<file path="src/rtl/serial_loader_pkg.sv">
// rtl/serial_loader_pkg.sv - shared ASCII constants, state encodings and hex decode for the serial loader
// Build option: SERIAL_LOADER_LOWER_EN also accepts 'a'-'f' as hex digits.
package serial_loader_pkg;

    // Record framing characters, shared with the hex dumper.
    localparam logic [7:0] CH_DOLLAR = 8'h24;
    localparam logic [7:0] CH_HASH   = 8'h23;
    localparam logic [7:0] CH_SPACE  = 8'h20;
    localparam logic [7:0] CH_CR     = 8'h0D;

    typedef enum logic [1:0] {
        PS_IDLE    = 2'd0,
        PS_ADDR    = 2'd1,
        PS_DATA_HI = 2'd2,
        PS_DATA_LO = 2'd3
    } ps_e;

    typedef enum logic [1:0] {
        RX_WAIT_START = 2'd0,
        RX_START      = 2'd1,
        RX_DATA       = 2'd2,
        RX_STOP       = 2'd3
    } rx_state_e;

    // Returns {valid, nibble}; nibble is 0 when valid is 0.
    function automatic logic [4:0] hex_nibble(input logic [7:0] c);
        logic [4:0] r;
        r = 5'd0;
        if (c >= 8'h30 && c <= 8'h39) begin
            r = {1'b1, c[3:0]};
        end else if (c >= 8'h41 && c <= 8'h46) begin
            r = {1'b1, c[3:0] + 4'd9};
        end
`ifdef SERIAL_LOADER_LOWER_EN
        else if (c >= 8'h61 && c <= 8'h66) begin
            r = {1'b1, c[3:0] + 4'd9};
        end
`else
        else begin
            r = 5'd0;
        end
`endif
        return r;
    endfunction

endpackage

</file>
<file path="src/rtl/serial_rx.sv">
// rtl/serial_rx.sv - 8N1 UART receiver with glitch-rejecting start detect
// Ports: clk, RESET (sync, active high), rx (async line, idles high),
//        rx_byte (last received byte), rx_valid (1-cycle strobe), frame_err (1-cycle strobe, bad stop bit).
module serial_rx
    import serial_loader_pkg::*;
#(
    parameter int CLKS_PER_BIT = 208
) (
    input  logic       clk,
    input  logic       RESET,
    input  logic       rx,
    output logic [7:0] rx_byte,
    output logic       rx_valid,
    output logic       frame_err
);

    localparam int CNT_W = $clog2(CLKS_PER_BIT + 1);
    localparam logic [CNT_W-1:0] FULL_LAST = CNT_W'(CLKS_PER_BIT - 1);
    localparam logic [CNT_W-1:0] HALF_LAST = CNT_W'(CLKS_PER_BIT / 2 - 1);

    logic             sync1_q, sync2_q;
    rx_state_e        state_q, state_d;
    logic [CNT_W-1:0] cnt_q, cnt_d;
    logic [2:0]       bit_q, bit_d;
    logic [7:0]       shift_q, shift_d;
    logic             valid_q, valid_d;
    logic             ferr_q, ferr_d;

    always_comb begin
        state_d = state_q;
        cnt_d   = cnt_q + CNT_W'(1);
        bit_d   = bit_q;
        shift_d = shift_q;
        valid_d = 1'b0;
        ferr_d  = 1'b0;
        case (state_q)
            RX_WAIT_START: begin
                cnt_d = '0;
                if (!sync2_q) state_d = RX_START;
            end
            RX_START: begin
                // Mid-start-bit resample: a high line here means the low was a glitch.
                if (cnt_q == HALF_LAST) begin
                    cnt_d   = '0;
                    bit_d   = 3'd0;
                    state_d = sync2_q ? RX_WAIT_START : RX_DATA;
                end
            end
            RX_DATA: begin
                if (cnt_q == FULL_LAST) begin
                    cnt_d   = '0;
                    shift_d = {sync2_q, shift_q[7:1]};
                    bit_d   = bit_q + 3'd1;
                    if (bit_q == 3'd7) state_d = RX_STOP;
                end
            end
            RX_STOP: begin
                if (cnt_q == FULL_LAST) begin
                    cnt_d   = '0;
                    valid_d = sync2_q;
                    ferr_d  = !sync2_q;
                    state_d = RX_WAIT_START;
                end
            end
            default: state_d = RX_WAIT_START;
        endcase
    end

    always_ff @(posedge clk) begin
        if (RESET) begin
            sync1_q <= 1'b1;
            sync2_q <= 1'b1;
            state_q <= RX_WAIT_START;
            cnt_q   <= '0;
            bit_q   <= 3'd0;
            shift_q <= 8'd0;
            valid_q <= 1'b0;
            ferr_q  <= 1'b0;
        end else begin
            sync1_q <= rx;
            sync2_q <= sync1_q;
            state_q <= state_d;
            cnt_q   <= cnt_d;
            bit_q   <= bit_d;
            shift_q <= shift_d;
            valid_q <= valid_d;
            ferr_q  <= ferr_d;
        end
    end

    assign rx_byte   = shift_q;
    assign rx_valid  = valid_q;
    assign frame_err = ferr_q;

endmodule

</file>
<file path="src/rtl/serial_loader.sv">
// rtl/serial_loader.sv - UART hex-record loader driving a BRAM write port
// Record: '$' <1-4 hex addr digits> '#' <hex byte pairs, optional spaces> CR.
// Build option: SERIAL_LOADER_LOWER_EN accepts lowercase hex digits.
// Ports: clk, RESET (sync, active high), RxPin (async UART line),
//        WriteAddress/WriteDATA/WriteEnable (BRAM write port),
//        RecordDone, ParseError, FrameError (1-cycle status pulses).
module serial_loader
    import serial_loader_pkg::*;
#(
    parameter int CLKS_PER_BIT = 208,
    parameter int ADDR_W       = 11
) (
    input  logic              clk,
    input  logic              RESET,
    input  logic              RxPin,
    output logic [ADDR_W-1:0] WriteAddress,
    output logic [7:0]        WriteDATA,
    output logic              WriteEnable,
    output logic              RecordDone,
    output logic              ParseError,
    output logic              FrameError
);

    logic [7:0] rx_byte;
    logic       rx_valid;
    logic       frame_err;

    serial_rx #(.CLKS_PER_BIT(CLKS_PER_BIT)) u_rx (
        .clk      (clk),
        .RESET    (RESET),
        .rx       (RxPin),
        .rx_byte  (rx_byte),
        .rx_valid (rx_valid),
        .frame_err(frame_err)
    );

    ps_e               state_q, state_d;
    // Only the low ADDR_W bits of the digit shifter ever reach WriteAddress,
    // so higher digits are simply shifted out.
    logic [ADDR_W-1:0] addr_shift_q, addr_shift_d;
    logic [2:0]        dcnt_q, dcnt_d;
    logic [3:0]        hi_q, hi_d;
    logic [ADDR_W-1:0] waddr_q, waddr_d;
    logic [7:0]        wdata_q, wdata_d;
    logic              we_q, we_d;
    logic              done_q, done_d;
    logic              perr_q, perr_d;
    logic              ferr_q, ferr_d;
    logic [4:0]        hx;

    always_comb begin
        state_d      = state_q;
        addr_shift_d = addr_shift_q;
        dcnt_d       = dcnt_q;
        hi_d         = hi_q;
        waddr_d      = waddr_q;
        wdata_d      = wdata_q;
        we_d         = 1'b0;
        done_d       = 1'b0;
        perr_d       = 1'b0;
        ferr_d       = frame_err;
        hx           = hex_nibble(rx_byte);

        // Post-increment after each write; wraps naturally at 2^ADDR_W.
        if (we_q) waddr_d = waddr_q + ADDR_W'(1);

        if (rx_valid) begin
            if (rx_byte == CH_DOLLAR) begin
                addr_shift_d = '0;
                dcnt_d       = 3'd0;
                state_d      = PS_ADDR;
            end else begin
                case (state_q)
                    PS_IDLE: state_d = PS_IDLE;
                    PS_ADDR: begin
                        if (hx[4]) begin
                            if (dcnt_q == 3'd4) begin
                                perr_d  = 1'b1;
                                state_d = PS_IDLE;
                            end else begin
                                addr_shift_d = {addr_shift_q[ADDR_W-5:0], hx[3:0]};
                                dcnt_d       = dcnt_q + 3'd1;
                            end
                        end else if (rx_byte == CH_HASH && dcnt_q != 3'd0) begin
                            waddr_d = addr_shift_q;
                            state_d = PS_DATA_HI;
                        end else begin
                            perr_d  = 1'b1;
                            state_d = PS_IDLE;
                        end
                    end
                    PS_DATA_HI: begin
                        if (hx[4]) begin
                            hi_d    = hx[3:0];
                            state_d = PS_DATA_LO;
                        end else if (rx_byte == CH_SPACE) begin
                            state_d = PS_DATA_HI;
                        end else if (rx_byte == CH_CR) begin
                            done_d  = 1'b1;
                            state_d = PS_IDLE;
                        end else begin
                            perr_d  = 1'b1;
                            state_d = PS_IDLE;
                        end
                    end
                    PS_DATA_LO: begin
                        if (hx[4]) begin
                            wdata_d = {hi_q, hx[3:0]};
                            we_d    = 1'b1;
                            state_d = PS_DATA_HI;
                        end else begin
                            perr_d  = 1'b1;
                            state_d = PS_IDLE;
                        end
                    end
                    default: state_d = PS_IDLE;
                endcase
            end
        end
    end

    always_ff @(posedge clk) begin
        if (RESET) begin
            state_q      <= PS_IDLE;
            addr_shift_q <= '0;
            dcnt_q       <= 3'd0;
            hi_q         <= 4'd0;
            waddr_q      <= '0;
            wdata_q      <= 8'd0;
            we_q         <= 1'b0;
            done_q       <= 1'b0;
            perr_q       <= 1'b0;
            ferr_q       <= 1'b0;
        end else begin
            state_q      <= state_d;
            addr_shift_q <= addr_shift_d;
            dcnt_q       <= dcnt_d;
            hi_q         <= hi_d;
            waddr_q      <= waddr_d;
            wdata_q      <= wdata_d;
            we_q         <= we_d;
            done_q       <= done_d;
            perr_q       <= perr_d;
            ferr_q       <= ferr_d;
        end
    end

    assign WriteAddress = waddr_q;
    assign WriteDATA    = wdata_q;
    assign WriteEnable  = we_q;
    assign RecordDone   = done_q;
    assign ParseError   = perr_q;
    assign FrameError   = ferr_q;

endmodule

</file>
<file path="config.mk">
export PLATFORM = sky130hd
export DESIGN_NAME = serial_loader
export DESIGN_NICKNAME = d
export VERILOG_FILES = /design/src/rtl/serial_loader_pkg.sv /design/src/rtl/serial_rx.sv /design/src/rtl/serial_loader.sv
export SDC_FILE = /design/constraint.sdc
export NUM_CORES = 1
export LEC_CHECK = 0
export CAP_MARGIN = 30
export CORE_MARGIN = 2
export CORE_UTILIZATION = 30
export DETAILED_ROUTE_END_ITERATION = 10
export MAX_ROUTING_LAYER = met4
export PLACE_DENSITY_LB_ADDON = 0.05
export SKIP_LAST_GASP = 1
export SLEW_MARGIN = 20
export SYNTH_ARGS = -nofsm -noshare
export SYNTH_HDL_FRONTEND = slang
export SYNTH_SLANG_ARGS = --single-unit
</file>
<file path="constraint.sdc">
create_clock -name clk -period 2.77 [get_ports clk]
set_clock_uncertainty 0.15 [all_clocks]
set_input_delay 0.554 -clock clk [delete_from_list [all_inputs] [get_ports clk]]
set_output_delay 0.554 -clock clk [all_outputs]
set_load 0.01 [all_outputs]
</file>
==> results.yml, run 1 <==
sta:
  hold_viol_final: 0
  final_max_slew_viol_count: 0
  finalSetupViolations: 0
  rsz0062_at_grt: "no"
  final.setup.worst_slack_ps: 327.4
  relSlewSlack_pct: 67.75
  fin_crit_sh_pct: 88.18
  fmax_mhz: 409.4
  worst_pin_slew_ps: 471.6
  timing.setup.tns_ps: 0
  period_needed_ps: 2443
global_routing:
  grt_util_all_layers_pct: 14.26
  antenna_found_initial: 0
  grt_overflow: 0
  first_global_vias: 2375
  grt_max_degree: 27
  grt_pass1_wl_mm: 12.39
hold_path:
  holdPathEnd: "u_rx.sync2_q"
  hold_class: "reg -> reg"
  worstHoldStart: "u_rx.sync1_q"
  whs_path_depth: 1
drt:
  drt_wl_total_mm: 7.571
  avgViaCountPerCell: 4.983
  route.detailed.wl_per_inst_um: 14.70
  dr.first_iter.drc_count: 78
  ant_nets: 0
  via_count: 2566
  dr.pass1.iters: 4
  drc: 0
floorplanning:
  core_area_mm2: 0.01075
  ios: 26
  rows: 38
  die-area_mm2: 0.01179
  die_h_um: 108.6
  die_x_um: 108.6
  initial_core_util_pct: 30.54
cells_and_area:
  seq_area_mm2: 0.001361
  finalNonFillerCells: 515
  antenna_cells: 0
  fin_nets: 388
  nFillCells: 1151
  area_delta_synth_final_pct: 17.16
  layout-drive-gt1-share_pct: 14.13
  finalCoreUtilization_pct: 35.78
  multi_input_area_mm2: 0.001809
setup_path:
  critPathMaxFanout: 9
  crit_type: "reg -> reg"
  reg2reg_slack_ps: 330
  crit_path_start_kind: "register"
  reg2reg_from: "u_rx.rx_byte[0]"
  cp.required_ps: 2910
  end_kind: "register"
  worst_r2r_endpoint: "addr_shift_q[10]"
  worst-r2r-cell-count: 8
  worstPathArrival_ps: 2580
placed_design:
  port_buffers: 25
  preCtsSetupSlack_ps: 239.1
  hpwlAfterDp_mm: 5.351
  dp_cells: 500
  finalWeightedCongestion: 0.8439
clock_tree:
  clock_path_buffers: 2
  clock_latency_ps: 340
  htreeDepth: 3
  cts_resized: 0
  path_clk_slew_ps: 70
  clkSinkCount: 68
  post-cts-setup-buffers: 0
  cts_hold_buf: 0
  cts-root-buf: "clkbuf_8"
  cts_buffers: 9
  cts_tree: "yes"
pwr:
  p_per_area_mw_per_mm2: 454.2
  swShare_pct: 24.59
  switching_power_mw: 0.4295
  finalPower_mw: 1.746
  p_int_mw: 1.317
  power_frac_clock_pct: 39.6
  combPwrFrac_pct: 3.9
  ir_worst_vdd_v: 0.0002624
  power_frac_seq_pct: 56.4
  p_leak_nw: 1.474
yosys:
  avgSynthCellArea_um2: 9.624
  ys_seq_elements: 68
  synthesis.area_mm2: 0.003282
  synth_ff_type: "dfxtp_1"
  ys_types: 63
  syn_nets: 358
  synth_top_area_share_pct: 41.48
  yosysWarnings: 0
  synth_area_leader_cell: "dfxtp_1"
  ys_top_cells_by_area: "dfxtp_1 (41%), nor2_1 (5.7%), ha_1 (5.3%), mux2i_1 (5.2%), a211oi_2 (3.8%)"
  synth_edf_count: 0
  synth-async-reset-ratio_pct: 0
  yosysSeqAreaShare_pct: 41.48
  syn_inst: 341
status:
  outcome: "finished, final reports clean"
run:
  maxCapViolations: 0
[worst max path at each step]
| stage | from | endpoint | cells past startpoint |
|---|---|---|---|
| floorplan | u_rx.rx_byte[1] | addr_shift_q[10] | 8 |
| global placement | u_rx.rx_byte[0] | WriteDATA[2] | 6 |
| detailed placement | u_rx.rx_byte[0] | WriteDATA[2] | 6 |
| CTS | u_rx.rx_byte[0] | WriteDATA[2] | 6 |
| global route | u_rx.rx_byte[0] | addr_shift_q[10] | 8 |
| finish | u_rx.rx_byte[0] | addr_shift_q[10] | 8 |
[stage by stage]
| step | instance area [µm²] | hold slack (ps) |
|---|---|---|
| floorplan | 3282 | 239.5 |
| global placement | 3686 | 257.5 |
| detailed placement | 3686 | 244.4 |
| CTS | 3842 | 266.7 |
| global route | 3845 | 301.1 |
| finish | 3845 | 264.8 |
[synth_stat cells, drive strengths merged, types with 8 or more instances]
master	instances
dfxtp	68
buf	8
a21oi	13
xor2	9
a22o	10
inv	10
nand2	21
a211oi	14
nor2	51
o21ai	8
nand3	13
ha	14
mux2i	17
[final cells by class]
class | instances | area share [%]
Multi-Input combinational cell | 249 | 47.06
Sequential cell | 68 | 35.41
Timing Repair Buffer | 33 | 7.940
Tap cell | 140 | 4.556
Clock buffer | 9 | 3.222
Inverter | 10 | 0.9762
Clock inverter | 6 | 0.8461
[sequential cells by signal (all words and copies together) (netlist names), 2 cells and up, named ones only]
register	flops
WriteAddress	11
hi_q	4
u_rx.cnt_q	8
dcnt_q	3
WriteDATA	8
state_q	2
addr_shift_q	11
u_rx.rx_byte	8
u_rx.bit_q	3
[layer usage]
| layer | global-route usage (%) | share of wire [%] |
|---|---|---|
| met1 | 18.95 | 51 |
| met2 | 20.49 | 43 |
| met3 | 5.003 | 4.6 |
| met4 | 3.846 | 1.2 |
| met5 | - | 0 |
[cells in the final DEF, fill, tap and decap left out, types with 3 or more instances in the layout]
cell	count
a21oi_1	13
xnor2_1	6
buf_4	8
dfxtp_1	68
mux2i_1	17
xor2_1	9
and4_1	3
clkinv_2	5
and3_1	3
nor2_1	50
inv_1	10
a211oi_2	10
clkbuf_8	9
o21ai_0	8
nand2_1	21
or2_2	3
nand4_1	6
clkdlybuf4s50_1	24
nand2b_1	3
a211oi_1	4
ha_1	14
a22o_1	10
nor2b_1	5
a22oi_1	3
nand3_1	13
[power groups by stage]
stage                     Clock (mW)  Sequential [mW]  Combinational [mW]
final                          0.692            0.986              0.0686
after global routing           0.781            0.986              0.0766
after CTS                      0.734            0.986              0.0695
after detailed placement           0             1.01              0.0690
after global placement             0             1.01              0.0693
after floorplan                    0             1.01              0.0509
[kinds of logic after synthesis]
| kind of cell | count (synthesis) | share of synthesized area [%] |
|---|---|---|
| xor+xnor | 15 | 4.003 |
| simple gates | 127 | 21.27 |
| buf+inv | 24 | 3.469 |
| mux | 19 | 5.871 |
| compound gates | 74 | 18.57 |
| fa+ha+maj | 14 | 5.337 |
| flops | 68 | 41.48 |
[critical path, stage by stage, from the launching register on]
cell     delay [ps]
dfxtp_1         390
inv_1            90
ha_1            260
or3b_1          450
a31oi_2         280
o31ai_2         140
nor2_1          280
buf_4           230
a22o_1          130
Power figures use the tool's default switching activity.
==> run 2: changes to the inputs <==
CAP_MARGIN = 20   (was 30)
==> results of run 2 <==
Same layout as run 1: the final DEF is identical, and so are final timing and power.
==> run 3: changes to the inputs <==
PLACE_DENSITY = 0.51   (was default)
PLACE_DENSITY_LB_ADDON = default   (was 0.05)
==> results.yml, run 3 (synthesized netlist as in run 1, its figures left out) <==
status:
  outcome: "finished, final reports clean"
clock_tree:
  cts_hold_buf: 0
  path_clk_slew_ps: 80
  cts-root-buf: "clkbuf_8"
  cts_buffers: 9
  clkSinkCount: 68
  clock_path_buffers: 2
  cts_tree: "yes"
  clock_latency_ps: 350
  htreeDepth: 3
  post-cts-setup-buffers: 0
  cts_resized: 0
drt:
  route.detailed.wl_per_inst_um: 13.10
  ant_nets: 0
  dr.pass1.iters: 4
  drc: 0
  dr.first_iter.drc_count: 117
  via_count: 2507
  drt_wl_total_mm: 6.748
  avgViaCountPerCell: 4.868
global_routing:
  grt_pass1_wl_mm: 11.42
  grt_overflow: 0
  grt_util_all_layers_pct: 12.90
  first_global_vias: 2404
  grt_max_degree: 29
  antenna_found_initial: 0
setup_path:
  crit_type: "reg -> reg"
  critPathMaxFanout: 10
  cp_slowest_stage_delay_ps: 610
  end_kind: "register"
  worstPathArrival_ps: 2640
  cp.required_ps: 2870
  crit_chain: "inv_1, ha_1, and3b_1, a21oi_1, or3b_1, a31o_1"
  crit_path_start_kind: "register"
  cp_slowest_cell: "or3b_1"
cells_and_area:
  final_common_cell: "dfxtp_1"
  antenna_cells: 0
  layout-drive-gt1-share_pct: 13.87
  seq_area_mm2: 0.001361
  area_delta_synth_final_pct: 17.42
  layout_common_cells: "dfxtp_1 (68), nor2_1 (50), clkdlybuf4s50_1 (24)"
  nFillCells: 1117
  multi_input_area_mm2: 0.001807
  fin_nets: 387
placed_design:
  finalWeightedCongestion: 0.7929
  port_buffers: 25
  hpwlAfterDp_mm: 4.895
floorplanning:
  die-area_mm2: 0.01179
  core_area_mm2: 0.01075
  die_h_um: 108.6
  initial_core_util_pct: 30.54
  rows: 38
  die_x_um: 108.6
  ios: 26
sta:
  period_needed_ps: 2538
  relSlewSlack_pct: 68.25
  rsz0062_at_grt: "no"
  hold_viol_final: 0
  whs_ps: 262.6
  fin_crit_sh_pct: 91.61
  worst_pin_slew_ps: 476.2
  timing.setup.tns_ps: 0
  fmax_mhz: 394.1
  finalSetupViolations: 0
  final_max_slew_viol_count: 0
pwr:
  p_leak_nw: 1.470
  p_per_area_mw_per_mm2: 464.0
  ir_worst_vdd_v: 0.0001654
run:
  maxCapViolations: 0
hold_path:
  hold_class: "reg -> reg"
run 3: final timing paths:
check	slack, ps	cells past startpoint	start	to
worst min-delay path	260	1	u_rx.sync1_q	u_rx.sync2_q
worst min register to register	260	1	u_rx.sync1_q	u_rx.sync2_q
worst max-delay path	230	6	u_rx.rx_byte[0]	WriteDATA[2]
worst max register to register	230	6	u_rx.rx_byte[0]	WriteDATA[2]
run 3: area by class of cell:
cell class / count / share of cell area [%]
multi-input combinational: 249 / 46.88
tap: 140 / 4.545
clock buffer: 9 / 3.214
sequential: 68 / 35.32
timing repair buffer: 32 / 7.727
inverter: 10 / 0.9740
clock inverter: 7 / 1.331
run 3: critical path: cells and delay by family (launching register included):
family | cells | cell delay, ps
compound gates | 2 | 610
fa+ha+maj | 1 | 270
buf+inv | 1 | 80
flops | 1 | 480
simple gates | 2 | 850
run 3: routing by layer:
metal	track usage, %	wire, µm	vias up
li1	-	-	1291
met1	15.45	3294	1167
met2	19.91	3074	38
met3	3.134	225	11
met4	6.960	154	0
met5	-	0	-
run 3: through the flow:
step           setup WS, ps  total power [mW]  util, %  cell area (µm²)  instances
5_1_grt               49.18             1.876    35.86             3854        515
2_1_floorplan         601.2             1.058        -             3282        341
3_5_place_dp          229.2             1.075    34.23             3679        499
3_3_place_gp          318.2             1.075    34.23             3679        499
6_report              232.4             1.788    35.86             3854        515
4_1_cts               236.2             1.819    35.86             3854        515
run 3: power by group:
part	internal, mW	switching, mW	total, mW
Sequential	0.981	0.00437	0.986
Clock	0.329	0.409	0.738
Combinational	0.0238	0.0412	0.0650
Total	1.33	0.454	1.79
